[src/rtl/pe_pkg.sv]
// Shared types and encodings for the pe_sequencer control slice.
package pe_pkg;

   typedef enum logic [2:0] {
      S_FETCH,
      S_DECODE,
      S_EXEC,
      S_MEM,
      S_WB,
      S_TRAP
   } state_e;

   localparam logic [6:0] OPC_OP     = 7'b0110011;
   localparam logic [6:0] OPC_OP_IMM = 7'b0010011;
   localparam logic [6:0] OPC_LOAD   = 7'b0000011;
   localparam logic [6:0] OPC_STORE  = 7'b0100011;
   localparam logic [6:0] OPC_BRANCH = 7'b1100011;
   localparam logic [6:0] OPC_LUI    = 7'b0110111;
   localparam logic [6:0] OPC_AUIPC  = 7'b0010111;
   localparam logic [6:0] OPC_JAL    = 7'b1101111;
   localparam logic [6:0] OPC_JALR   = 7'b1100111;

   // ALU op is {0, funct7[5], funct3}
   localparam logic [4:0] ALU_ADD  = 5'b00000;
   localparam logic [4:0] ALU_SLL  = 5'b00001;
   localparam logic [4:0] ALU_SLT  = 5'b00010;
   localparam logic [4:0] ALU_SLTU = 5'b00011;
   localparam logic [4:0] ALU_SUB  = 5'b01000;

   localparam logic [1:0] A_RS1  = 2'd0;
   localparam logic [1:0] A_PC   = 2'd1;
   localparam logic [1:0] A_ZERO = 2'd2;
   localparam logic [1:0] B_RS2  = 2'd0;
   localparam logic [1:0] B_IMM  = 2'd1;
   localparam logic [1:0] WB_ALU = 2'd0;
   localparam logic [1:0] WB_MEM = 2'd1;
   localparam logic [1:0] WB_PC4 = 2'd2;

   function automatic logic opc_legal(input logic [6:0] opc);
      case (opc)
         OPC_OP, OPC_OP_IMM, OPC_LOAD, OPC_STORE, OPC_BRANCH,
         OPC_LUI, OPC_AUIPC, OPC_JAL, OPC_JALR: opc_legal = 1'b1;
         default:                               opc_legal = 1'b0;
      endcase
   endfunction

endpackage

[src/rtl/pe_imm_gen.sv]
// Combinational immediate decoder for I/S/B/U/J formats, sign-extended to XLEN.
module pe_imm_gen
   import pe_pkg::*;
#(
   parameter int XLEN = 32
) (
   input  logic [31:0]     instr,
   output logic [XLEN-1:0] imm
);

   logic [31:0] imm32;

   always_comb begin
      imm32 = '0;
      case (instr[6:0])
         OPC_OP_IMM, OPC_LOAD, OPC_JALR:
            imm32 = {{20{instr[31]}}, instr[31:20]};
         OPC_STORE:
            imm32 = {{20{instr[31]}}, instr[31:25], instr[11:7]};
         OPC_BRANCH:
            imm32 = {{19{instr[31]}}, instr[31], instr[7], instr[30:25], instr[11:8], 1'b0};
         OPC_LUI, OPC_AUIPC:
            imm32 = {instr[31:12], 12'b0};
         OPC_JAL:
            imm32 = {{11{instr[31]}}, instr[31], instr[19:12], instr[20], instr[30:21], 1'b0};
         default:
            imm32 = '0;
      endcase
   end

   assign imm = XLEN'($signed(imm32));

endmodule

[src/rtl/pe_sequencer.sv]
// Multi-cycle RV32I control sequencer driving an external ALU, register file and memory port.
//
// state  | meaning
// FETCH  | request instruction at pc, latch it on mem_ack
// DECODE | single cycle, illegal opcode traps
// EXEC   | hold ALU operands until alu_done, resolve branch/jump targets
// MEM    | load/store access at latched address
// WB     | one-cycle register write, commit next pc
// TRAP   | sticky fault, left only by rst
module pe_sequencer
   import pe_pkg::*;
#(
   parameter int              XLEN        = 32,
   parameter logic [XLEN-1:0] RESET_PC    = '0,
   parameter int              MEM_TIMEOUT = 15
) (
   input  logic            clk,
   input  logic            rst,
   input  logic [31:0]     instr,
   input  logic            mem_ack,
   input  logic            alu_done,
   input  logic            alu_zero,
   input  logic [XLEN-1:0] alu_res,
   output logic [XLEN-1:0] pc,
   output logic            ir_en,
   output logic [4:0]      alu_sel,
   output logic [1:0]      a_sel,
   output logic [1:0]      b_sel,
   output logic [XLEN-1:0] imm,
   output logic [4:0]      rs1_addr,
   output logic [4:0]      rs2_addr,
   output logic [4:0]      rd_addr,
   output logic            rd_we,
   output logic [1:0]      wb_sel,
   output logic            mem_req,
   output logic            mem_we,
   output logic [XLEN-1:0] mem_addr,
   output logic [1:0]      mem_size,
   output logic            trap
);

   localparam int CW = $clog2(MEM_TIMEOUT + 1);

   state_e          state, state_nxt;
   logic [31:0]     ir, ir_nxt;
   logic [XLEN-1:0] pc_nxt, npc, npc_nxt, maddr, maddr_nxt, target;
   logic [CW-1:0]   wait_cnt, wait_cnt_nxt;
   logic [6:0]      opc;
   logic [2:0]      f3;
   logic            taken, active, wait_expired;

   assign opc          = ir[6:0];
   assign f3           = ir[14:12];
   assign rs1_addr     = ir[19:15];
   assign rs2_addr     = ir[24:20];
   assign rd_addr      = ir[11:7];
   assign trap         = (state == S_TRAP);
   assign wait_expired = (wait_cnt == CW'(MEM_TIMEOUT - 1));
   assign active       = !rst && (state inside {S_DECODE, S_EXEC, S_MEM, S_WB});

   pe_imm_gen #(.XLEN(XLEN)) u_imm_gen (
      .instr (ir),
      .imm   (imm)
   );

   always_ff @(posedge clk) begin
      if (rst) begin
         state    <= S_FETCH;
         pc       <= RESET_PC;
         ir       <= '0;
         npc      <= '0;
         maddr    <= '0;
         wait_cnt <= '0;
      end else begin
         state    <= state_nxt;
         pc       <= pc_nxt;
         ir       <= ir_nxt;
         npc      <= npc_nxt;
         maddr    <= maddr_nxt;
         wait_cnt <= wait_cnt_nxt;
      end
   end

   always_comb begin
      taken = 1'b0;
      case (f3)
         3'b000:         taken = alu_zero;
         3'b001:         taken = !alu_zero;
         3'b100, 3'b110: taken = alu_res[0];
         3'b101, 3'b111: taken = !alu_res[0];
         default:        taken = 1'b0;
      endcase
   end

   always_comb begin
      alu_sel = ALU_ADD;
      a_sel   = A_RS1;
      b_sel   = B_IMM;
      wb_sel  = WB_ALU;
      case (opc)
         OPC_OP: begin
            alu_sel = {1'b0, ir[30], f3};
            b_sel   = B_RS2;
         end
         OPC_OP_IMM: alu_sel = {1'b0, ir[30] & (f3 == 3'b101), f3};
         OPC_BRANCH: begin
            b_sel   = B_RS2;
            alu_sel = f3[2] ? (f3[1] ? ALU_SLTU : ALU_SLT) : ALU_SUB;
         end
         OPC_LUI:   a_sel  = A_ZERO;
         OPC_AUIPC: a_sel  = A_PC;
         OPC_LOAD:  wb_sel = WB_MEM;
         OPC_JAL: begin
            a_sel  = A_PC;
            wb_sel = WB_PC4;
         end
         OPC_JALR:  wb_sel = WB_PC4;
         default: ;
      endcase
      if (!active) begin
         alu_sel = '0;
         a_sel   = '0;
         b_sel   = '0;
         wb_sel  = '0;
      end
   end

   always_comb begin
      state_nxt    = state;
      pc_nxt       = pc;
      ir_nxt       = ir;
      npc_nxt      = npc;
      maddr_nxt    = maddr;
      wait_cnt_nxt = '0;
      target       = '0;
      ir_en        = 1'b0;
      mem_req      = 1'b0;
      mem_we       = 1'b0;
      rd_we        = 1'b0;
      mem_addr     = maddr;
      mem_size     = 2'd0;
      case (state)
         S_FETCH: begin
            mem_req  = 1'b1;
            mem_addr = pc;
            mem_size = 2'd2;
            if (mem_ack) begin
               ir_en     = 1'b1;
               ir_nxt    = instr;
               state_nxt = S_DECODE;
            end else if (wait_expired) begin
               state_nxt = S_TRAP;
            end else begin
               wait_cnt_nxt = wait_cnt + 1'b1;
            end
         end
         S_DECODE: state_nxt = opc_legal(opc) ? S_EXEC : S_TRAP;
         S_EXEC: begin
            if (alu_done) begin
               npc_nxt = pc + XLEN'(4);
               case (opc)
                  OPC_LOAD, OPC_STORE: begin
                     maddr_nxt = alu_res;
                     state_nxt = S_MEM;
                  end
                  OPC_BRANCH: begin
                     target = taken ? pc + imm : pc + XLEN'(4);
                     if (|target[1:0]) begin
                        state_nxt = S_TRAP;
                     end else begin
                        pc_nxt    = target;
                        state_nxt = S_FETCH;
                     end
                  end
                  OPC_JAL, OPC_JALR: begin
                     // pc+4 for the link is taken from the old pc, so the target waits in npc
                     target    = (opc == OPC_JAL) ? pc + imm : {alu_res[XLEN-1:1], 1'b0};
                     npc_nxt   = target;
                     state_nxt = (|target[1:0]) ? S_TRAP : S_WB;
                  end
                  default: state_nxt = S_WB;
               endcase
            end
         end
         S_MEM: begin
            mem_req  = 1'b1;
            mem_we   = (opc == OPC_STORE);
            mem_size = f3[1:0];
            if (mem_ack) begin
               if (opc == OPC_STORE) begin
                  pc_nxt    = pc + XLEN'(4);
                  state_nxt = S_FETCH;
               end else begin
                  state_nxt = S_WB;
               end
            end else if (wait_expired) begin
               state_nxt = S_TRAP;
            end else begin
               wait_cnt_nxt = wait_cnt + 1'b1;
            end
         end
         S_WB: begin
            rd_we     = (rd_addr != 5'd0);
            pc_nxt    = npc;
            state_nxt = S_FETCH;
         end
         S_TRAP: ;
         default: state_nxt = S_FETCH;
      endcase
      if (rst) begin
         ir_en   = 1'b0;
         mem_req = 1'b0;
         mem_we  = 1'b0;
         rd_we   = 1'b0;
      end
   end

endmodule

[config.mk]
export PLATFORM = sky130hd
export DESIGN_NAME = pe_sequencer
export DESIGN_NICKNAME = d
export VERILOG_FILES = /design/src/rtl/pe_pkg.sv /design/src/rtl/pe_imm_gen.sv /design/src/rtl/pe_sequencer.sv
export SDC_FILE = /design/constraint.sdc
export NUM_CORES = 1
export LEC_CHECK = 0
export ABC_AREA = 1
export BUFFER_PORTS_ARGS = -buffer_cell sky130_fd_sc_hd__buf_2
export CAP_MARGIN = 30
export CORE_UTILIZATION = 58
export CTS_BUF_LIST = sky130_fd_sc_hd__clkbuf_4
export DETAILED_ROUTE_END_ITERATION = 10
export PLACE_DENSITY_LB_ADDON = 0.08
export RECOVER_POWER = 50
export SLEW_MARGIN = 40
export SYNTH_ARGS = -nofsm -noshare
export SYNTH_HDL_FRONTEND = slang
export SYNTH_SLANG_ARGS = --single-unit
export TNS_END_PERCENT = 50
[constraint.sdc]
create_clock -name clk -period 8.4 [get_ports clk]
set_input_delay 1.68 -clock clk [delete_from_list [all_inputs] [get_ports clk]]
set_output_delay 1.68 -clock clk [all_outputs]
set_load 0.05 [all_outputs]
Yosys cells after proc, flatten, opt, wreduce, memory -nomap -nowiden
Cells that the tools add are included.
{"block": "op_classes", "addsub": 3, "n_eq_ne": 25, "muxes": 44, "bitwise_logic": 3, "reduce_logical": 27}
{"operator": "32-bit 2-to-1 mux", "n": 9}
{"operator": "32-bit one-hot mux with 5 select lines", "n": 1}
{"operator": "32-bit one-hot mux with 3 select lines", "n": 1}
{"operator": "32-bit by 3-bit adder with 32-bit output, second input constant", "n": 1}
{"operator": "32-bit adder", "n": 1}
{"operator": "7-bit by 6-bit == test with 1-bit output, second input constant", "n": 3}
{"operator": "7-bit == test, second input constant", "n": 3}
{"operator": "3-bit 2-to-1 mux", "n": 7}
{"operator": "2-bit OR reduction", "n": 10}
{"operator": "3-bit == test, second input constant", "n": 6}
{"operator": "3-bit one-hot mux with 5 select lines", "n": 1}
{"operator": "7-bit by 5-bit == test with 1-bit output, second input constant", "n": 2}
{"operator": "1-bit 2-to-1 mux", "n": 14}
{"operator": "2-bit one-hot mux with 2 select lines", "n": 3}
{"operator": "4-bit one-hot mux with 3 select lines", "n": 1}
{"operator": "3-bit one-hot mux with 3 select lines", "n": 1}
{"operator": "9-bit OR reduction", "n": 1}
{"operator": "7-bit by 2-bit == test with 1-bit output, second input constant", "n": 1}
{"operator": "3-bit by 1-bit == test with 1-bit output, second input constant", "n": 2}
{"operator": "3-bit by 2-bit == test with 1-bit output, second input constant", "n": 2}
{"operator": "3-bit zero test", "n": 2}
{"operator": "2-bit 2-to-1 mux", "n": 3}
{"operator": "2-bit inequality test, second input constant", "n": 3}
{"operator": "2-bit AND reduction", "n": 3}
{"operator": "other kinds (17)", "n": 21}
{"block": "totals", "reg_bits": 135, "inputBits": 69, "output_inout_bits": 129, "word_cells": 108}

Longest topological paths before layout
Gate-level depths: netlist of the first run.
{"block": "logic_depth", "depth_word": 10, "ltp_mapped": 25, "ltp_nobuf": 24}

Hierarchy
Synthesis of the first run repeated with hierarchy kept, for this count alone.
{"block": "unflattened", "cells_unflattened": 1860, "hier_area_um2": 10935.5}
{"module": "pe_sequencer", "n_inst": 1, "cells_each": 1697, "area_each_um2": 10176.0, "seq_area_each_um2": 2702.6}
{"module": "pe_imm_gen", "n_inst": 1, "cells_each": 163, "area_each_um2": 759.5, "seq_area_each_um2": 0.0}

Worst setup path after synthesis of the first run
OpenSTA, ideal clock, no wires.
{"block": "synth_path", "path_kind": "in2out", "from": "in rst", "to": "out a_sel[1]", "arrival_time_ps": 3444, "required_time_ps": 6720, "setup_slack_ps": 3276, "stages": 3, "path_buffers": 0, "path_cell_list": "nor3_1 -> inv_2 -> nor4_1"}
{"block": "synth_via", "elab_chain_cells": 3}
{"item": "start, declared", "line_no": "pe_sequencer.sv:18", "text": "input logic rst,"}
{"item": "1-bit zero test", "line_no": "pe_sequencer.sv:59", "text": "assign active = !rst && (state inside {S_DECODE, S_EXEC, S_MEM, S_WB});"}
{"item": "1-bit logical AND", "line_no": "pe_sequencer.sv:59"}
{"item": "2-bit 2-to-1 mux", "line_no": "pe_sequencer.sv:120", "text": "if (!active) begin"}
{"item": "end, declared", "line_no": "pe_sequencer.sv:27", "text": "output logic [1:0] a_sel,"}
Every way passes these cells.

Final worst setup path of the first run
{"block": "layout_path", "from": "reg ir[5]", "to": "out imm[29]"}
{"block": "layout_via", "elab_chain_cells": 3, "word_cells_on_any_way": 11, "classes_between": "8 x eq/ne; 1 x mux; 2 x reduce/logical"}
{"item": "start, declared", "line_no": "pe_sequencer.sv:45", "text": "logic [31:0] ir, ir_nxt;"}
{"item": "start signal, assigned", "line_no": "pe_sequencer.sv:77", "text": "ir <= ir_nxt;"}
{"item": "7-bit by 5-bit == test with 1-bit output, or another cell as far along", "line_no": "pe_imm_gen.sv:15", "text": "case (instr[6:0])"}
{"item": "3-bit OR reduction or 2-bit OR reduction (tied branches)", "line_no": "pe_imm_gen.sv:15"}
{"item": "32-bit one-hot mux with 5 select lines (*)", "line_no": "pe_imm_gen.sv:15"}
{"item": "end, declared", "line_no": "pe_sequencer.sv:29", "text": "output logic [XLEN-1:0] imm,"}
Every way passes the cells marked *; elsewhere a longest branch is shown, timed or not.

==> results of run 1 <==
-- kinds of logic after synthesis --
group,share of synthesized area
other,0.000355
XOR/XNOR,0.0257
buffers and inverters,0.133
adder cells (fa/ha/maj),0.0422
AND/OR/NAND/NOR,0.331
AO/OA/AOI/OAI,0.211
flip-flops,0.256
-- cell usage in the layout, fill, tap and decap left out, types with 10 or more instances in the layout --
master    Yosys  final
nand2_1     491    491
inv_1       241    243
o21ai_0     200    200
nor2_1      184    184
a21oi_1     173    173
dfxtp_1     135    135
buf_2        15    133
nand3_1     104    103
clkbuf_1     52     64
ha_1         34     34
nor3_1       26     26
xor2_1       25     25
clkbuf_4      0     18
nand4_1      13     13
inv_2        14     12
o21ai_1      10     10
-- path summary, 6_finish.rpt --
kind                                            start               endpoint  slack (ns)  depth (start not counted)
worst max register to register     ir[5]$_SDFFE_PP0P_    pc[28]$_SDFFE_PP0P_        3.29                         19
worst max-delay path               ir[5]$_SDFFE_PP0P_                imm[29]        2.52                          9
worst min register to register  maddr[4]$_SDFFE_PP0P_  maddr[4]$_SDFFE_PP0P_        0.46                          2
worst min-delay path            maddr[4]$_SDFFE_PP0P_  maddr[4]$_SDFFE_PP0P_        0.46                          2
-- flip-flops by register name, indices dropped and copies added, names as in the netlist --
name	cells
ir	32
maddr	32
npc	32
pc	32
state	3
wait_cnt	4
-- where the power goes --
group / switching, mW / internal (mW)
clock network: 0.274 / 0.242
registers: 0.0879 / 0.687
logic: 0.570 / 0.173
-- layout make-up --
cell class	count	area (µm²)
clock inverter	14	195
inverter	256	961
tap	225	282
multi-input combinational	1341	6470
antenna	1	2.50
fill	1745	5870
timing repair buffer	199	921
clock buffer	18	135
sequential	135	2700
-- per-layer routing --
layer	up-vias	global-route usage	wire length (µm)
met5	-	0	0
li1	6113	-	-
met1	5665	0.530	15800
met2	723	0.668	17800
met3	157	0.0937	3680
met4	0	0.274	2490
-- Yosys cell counts (3+ instances only) --
cell type,number
a21oi_1,173
a221oi_1,3
a31oi_1,4
a41oi_1,3
buf_2,15
buf_4,18
buf_6,3
clkbuf_1,52
dfxtp_1,135
ha_1,34
inv_1,241
inv_2,14
nand2_1,491
nand2_2,7
nand3_1,104
nand4_1,13
nor2_1,184
nor2_2,5
nor2_4,3
nor3_1,26
nor3_2,4
o211ai_1,4
o21ai_0,200
o21ai_1,10
o21bai_1,7
o22ai_1,6
or2_2,4
xnor2_1,6
xor2_1,25
-- tightest hold or removal path, cell delays in order (launching register included) --
cell and delay [ns]:
dfxtp_1 0.33, inv_1 0.05, a21oi_1 0.05
==> impl_results.md, run 1 <==
* Status: finished with violations
* Failing checks: max-capacitance violations, max-slew violations
* CTS clk-pin slew, worst paths at 0.12 ns
* Routed Antenna Nets at 0
* Antenna violations before repair at 1
* Synth area leader: dfxtp_1
* PnR worst setup slack at 2.52 ns
* CTS max path bufs at 2
* Number of synthesized register bits at 135
* Global-route wire length before repair at 60.5 mm
* Min-delay worst type: register to register
* Pwr dens at 174 nW/µm²
* CTS buffer count at 17
* GRT Util Overall at 0.428
* Core area at 17500 µm²
* Hold buffers post-CTS at 0
* Design Power at 2.03 mW
* Crit-path leading delay family: simple AND/OR/NAND/NOR gates
* Final hold violations at 0
* Via Count at 12700
* Seq/Total Area, Yosys at 0.256
* IO Pins at 198
* Post-synth EDFFs at 0
* Distinct cells, synth at 50
* Final nets at 2054
* Placed cell areas at 11400 µm²
* WHS at 0.456 ns
* Vias per inst at 5.78
* # port buffers at 195
* Largest net degree at the start of global routing at 88
* Starting DRC count in detailed routing at 1219
* Crit path required time at 6.72 ns
* Final HPWL DP at 30.0 mm
* Most used DFF post-synth: dfxtp_1
* Unrepaired setup endpoints after global routing: no
* Number of post-CTS setup repair buffers at 0
* Largest stage delay on the critical path at 0.71 ns
* Skew-Pair Late Insertion Delay at 0.57 ns
* Die width at 137 µm
* Fin util at 0.665
* Setup TNS at 0 ns
* Mapped cell area at 10600 µm²
* Fin. max-slew vios at 213
* Height of the die at 137 µm
* CTS tree: built
* Arr. time, crit path at 4.20 ns
* WS Path Type: register to output port
* Worst IR Drop VDD at 0.000171 V
* CP max-delay cell: inv_2
* Max Cap Violations at 3
* Post-layout min period at 5.88 ns
* Place WS at 3.24 ns
* Post-Route WL at 39.8 mm
* Synth async-reset ratio at 0
* Row count at 48
* Gr ovfl total at 0
* CTS Root Cell: clkbuf_4
* Crit start category: register
* Die area at 18800 µm²
* Slew at the pin closest to its max-slew limit at 3.47 ns
* CP most frequent cell: nand2_1
* Slew headroom at -1.31
* CP Max Fanout at 32
* Routability cong. at 1.07
* Final instance area at 11700 µm²
* Area Overhead vs Synth at 10.5%
* Final period util at 0.700
* Share of layout cells above drive strength 1 at 0.104
* Final cell count without fillers at 2189
* H-tree depth at 4
* Mean post-synth cell area at 5.80 µm²
* Vias in the first global route at 11200
* Clk_skew at 0.0232 ns
* Placed Cells at 2156
* LEAKAGE at 5.60 nW
* Highest clock rate at 0.170 GHz
* CP Capture Type: output port
* CP bufs+invs at 2
* Cells after synthesis at 1821
* Share of the synthesized area in the top cell type at 0.256
* Synth warn at 0
* WL/cell at 18.2 µm
* Finish-stage setup viols at 0
* Clk sinks at 135
* Post-CTS sizing at 0
* Drc violations at 0
* Starting Density at 0.602
* Detailed Routing Iterations Pass 1 at 7
* Top cells by area, synth: dfxtp_1, nand2_1, o21ai_0
* Cell Chain, Critical Path: nand2_1 > nor2_4 > nand3_2 > inv_2 > a21oi_2 > nand2_1 > nand2_1 > o21ai_0 > buf_2
(Power assumes the default switching activity.)
==> run 2: changes to the inputs <==
CORE_UTILIZATION = 53   (was 58)
clock period = 5.35 ns   (was 8.4 ns; I/O delays follow)
==> run 2 against run 1 <==
The flow still finishes with violations (max-capacitance violations, max-slew violations). Critical endpoint is now mem_size[1]. Non-clock buffer count increased by 3. First-iteration DRC count increased by 1.2%. Largest power group unchanged. Via count decreased by 0.92%. Combinational power increased by 57%. Highest routed layer unchanged.
==> impl_results.md, run 2 (synthesis gave the netlist of run 1 again) <==
* Antenna violations before repair at 1 (unchanged)
* Worst Hold End: maddr[10]$_SDFFE_PP0P_
* Gr busiest metal: met2
* LEAKAGE at 5.59 nW (-0.18%)
* Number of post-CTS setup repair buffers at 0 (unchanged)
* Final HPWL DP at 30.4 mm (+1.1%)
* FF-to-FF path depth at 18 (-1)
* CP Max Fanout at 28 (-13%)
* CTS tree: built
* Area Overhead vs Synth at 10.5% (about the same)
* Setup TNS at 0 ns (unchanged)
* Most frequent cells in the layout: nand2_1, inv_1, o21ai_0
* Fin util at 0.598 (-0.0675)
* CTS Root Cell: clkbuf_4
* Vias in the first global route at 11100 (-0.41%)
* Met1 usage at 0.490 (-0.0401)
* Vias per inst at 5.62 (-2.8%)
* Skew-Pair Late Insertion Delay at 0.58 ns (about the same)
* Global-route wire length before repair at 60.2 mm (-0.48%)
* Pwr dens at 261 nW/µm² (+50%)
* Hold Startpoint: maddr[10]$_SDFFE_PP0P_
* Final hold violations at 0 (unchanged)
* Met3 Use GR at 0.0510 (-0.0427)
* Clk_skew at 0.0287 ns (+0.00557 ns)
* CP Capture Type: output port
* Hold Path Stages at 2 (unchanged)
* Placed cell areas at 11500 µm² (+0.63%)
* Die width at 143 µm (+4.5%)
* Drc violations at 0 (unchanged)
* Crit start category: register
* # port buffers at 195 (unchanged)
* Worst IR Drop VDD at 0.000238 V (+39%)
* Finish-stage setup viols at 0 (unchanged)
* Status: finished with violations
* Worst r2r src: ir[5]$_SDFFE_PP0P_
* Unrepaired setup endpoints after global routing: no
* Die area at 20500 µm² (+9.3%)
* Hold buffers post-CTS at 0 (unchanged)
* Routed Antenna Nets at 0 (unchanged)
* Row count at 51 (+6.3%)
* H-tree depth at 4 (unchanged)
* Fin. max-slew vios at 65 (-69%)
* CTS buffer count at 17 (unchanged)
* WS Path Type: register to output port
* Max Cap Violations at 1 (-2)
* Via Count at 12500 (-0.92%)
* Met2 usage at 0.640 (-0.0283)
* Placed Cells at 2199 (+2.0%)
* Final cell count without fillers at 2232 (+2.0%)
* Failing checks: max-capacitance violations, max-slew violations
* Reg-to-Reg End: pc[30]$_SDFFE_PP0P_
* GRT Util Overall at 0.389 (-0.0384)
* Starting DRC count in detailed routing at 1234 (+1.2%)
* Arr. time, crit path at 3.75 ns (-0.45 ns)
* Post-CTS sizing at 0 (unchanged)
* Post-Route WL at 40.0 mm (+0.64%)
* Largest net degree at the start of global routing at 65 (-26%)
* Starting Density at 0.541 (-0.0614)
* Share of layout cells above drive strength 1 at 0.106 (+0.00188)
* CTS max path bufs at 2 (unchanged)
* Gr ovfl total at 0 (unchanged)
* Place WS at 1.40 ns (-1.84 ns)
* WL/cell at 17.9 µm (-1.3%)
* CTS clk-pin slew, worst paths at 0.15 ns (+0.03 ns)
* Core area at 19500 µm² (+11%)
* PnR worst setup slack at 0.526 ns (-1.99 ns)
* Final nets at 2057 (+0.15%)
* Final period util at 0.902
* Reg2Reg Setup Slack at 1.21 ns (-2.08 ns)
* IO Pins at 198 (unchanged)
* Min-delay worst type: register to register
* Detailed Routing Iterations Pass 1 at 8 (+1)
* Commonest non-fill, non-tap cell in the layout: nand2_1
* Crit path required time at 4.28 ns (-2.44 ns)
* Post-layout min period at 4.82 ns
* Slew headroom at -0.329 (+0.984)
* Clk sinks at 135 (unchanged)
* Slew at the pin closest to its max-slew limit at 1.99 ns (-1.48 ns)
* Final instance area at 11700 µm² (about the same)
* Height of the die at 143 µm (+4.5%)
* Routability cong. at 1.04 (-3.2%)
* Highest clock rate at 0.207 GHz
==> run 2: changes by cell type in the layout (fill, tap and decap cells not counted), moves of 3 or more <==
| cell | previous run | this run |
|---|---|---|
| bufinv_16 | 4 | 0 |
| buf_4 | 2 | 7 |
| clkbuf_1 | 64 | 61 |
| inv_8 | 0 | 3 |
==> run 2: through the flow <==
| stage | hold WS, ns | power [mW] |
|---|---|---|
| CTS | 0.455 | 3.05 |
| finish | 0.452 | 3.05 |
| global placement | 0.430 | 2.38 |
| floorplan | 0.424 | 2.07 |
| detailed placement | 0.435 | 2.39 |
| global route | 0.469 | 3.18 |
==> run 2: worst max-delay path, cell delays in order (launching register included) <==
cell and delay, ns:
dfxtp_1 0.35, inv_1 0.13, nand2_1 0.13, nor2_1 1.08
inv_2 0.66, o21ai_0 0.49, buf_2 0.33
==> run 2: layer usage <==
metal / routed length [µm] / part of all wire
met1: 16400 / 0.41
met3: 2860 / 0.072
met5: 0 / 0
met4: 2230 / 0.056
met2: 18500 / 0.46
==> run 2: final cells by class <==
| cell class | instances | area [µm²] |
|---|---|---|
| clock inverters | 15 | 138 |
| fillers | 2117 | 7860 |
| flip-flops and latches | 135 | 2700 |
| well taps | 265 | 332 |
| diodes | 1 | 2.50 |
| clock buffers | 17 | 128 |
| multi-input cells | 1341 | 6450 |
| repair buffers | 202 | 952 |
| inverters | 256 | 965 |
==> run 2: worst max path at each step <==
stage | slack, ns | cells after the start | to | startpoint
CTS | 0.93 | 10 | imm[29] | ir[4]$_SDFFE_PP0P_
global route | 0.50 | 6 | mem_size[1] | state[2]$_SDFFE_PP0P_
detailed placement | 1.40 | 17 | pc[8]$_SDFFE_PP0P_ | ir[4]$_SDFFE_PP0P_
floorplan | 1.45 | 3 | a_sel[1] | rst
finish | 0.53 | 6 | mem_size[1] | state[2]$_SDFFE_PP0P_
global placement | 1.44 | 16 | pc[8]$_SDFFE_PP0P_ | ir[5]$_SDFFE_PP0P_
==> run 2: where the power goes <==
group          internal [mW]  switching, mW  total (mW)  leakage [nW]
Sequential              1.08          0.127        1.21          1.10
Clock                  0.203          0.475       0.678         0.136
Combinational          0.273          0.892        1.17          4.36
Total                   1.55           1.49        3.05          5.59
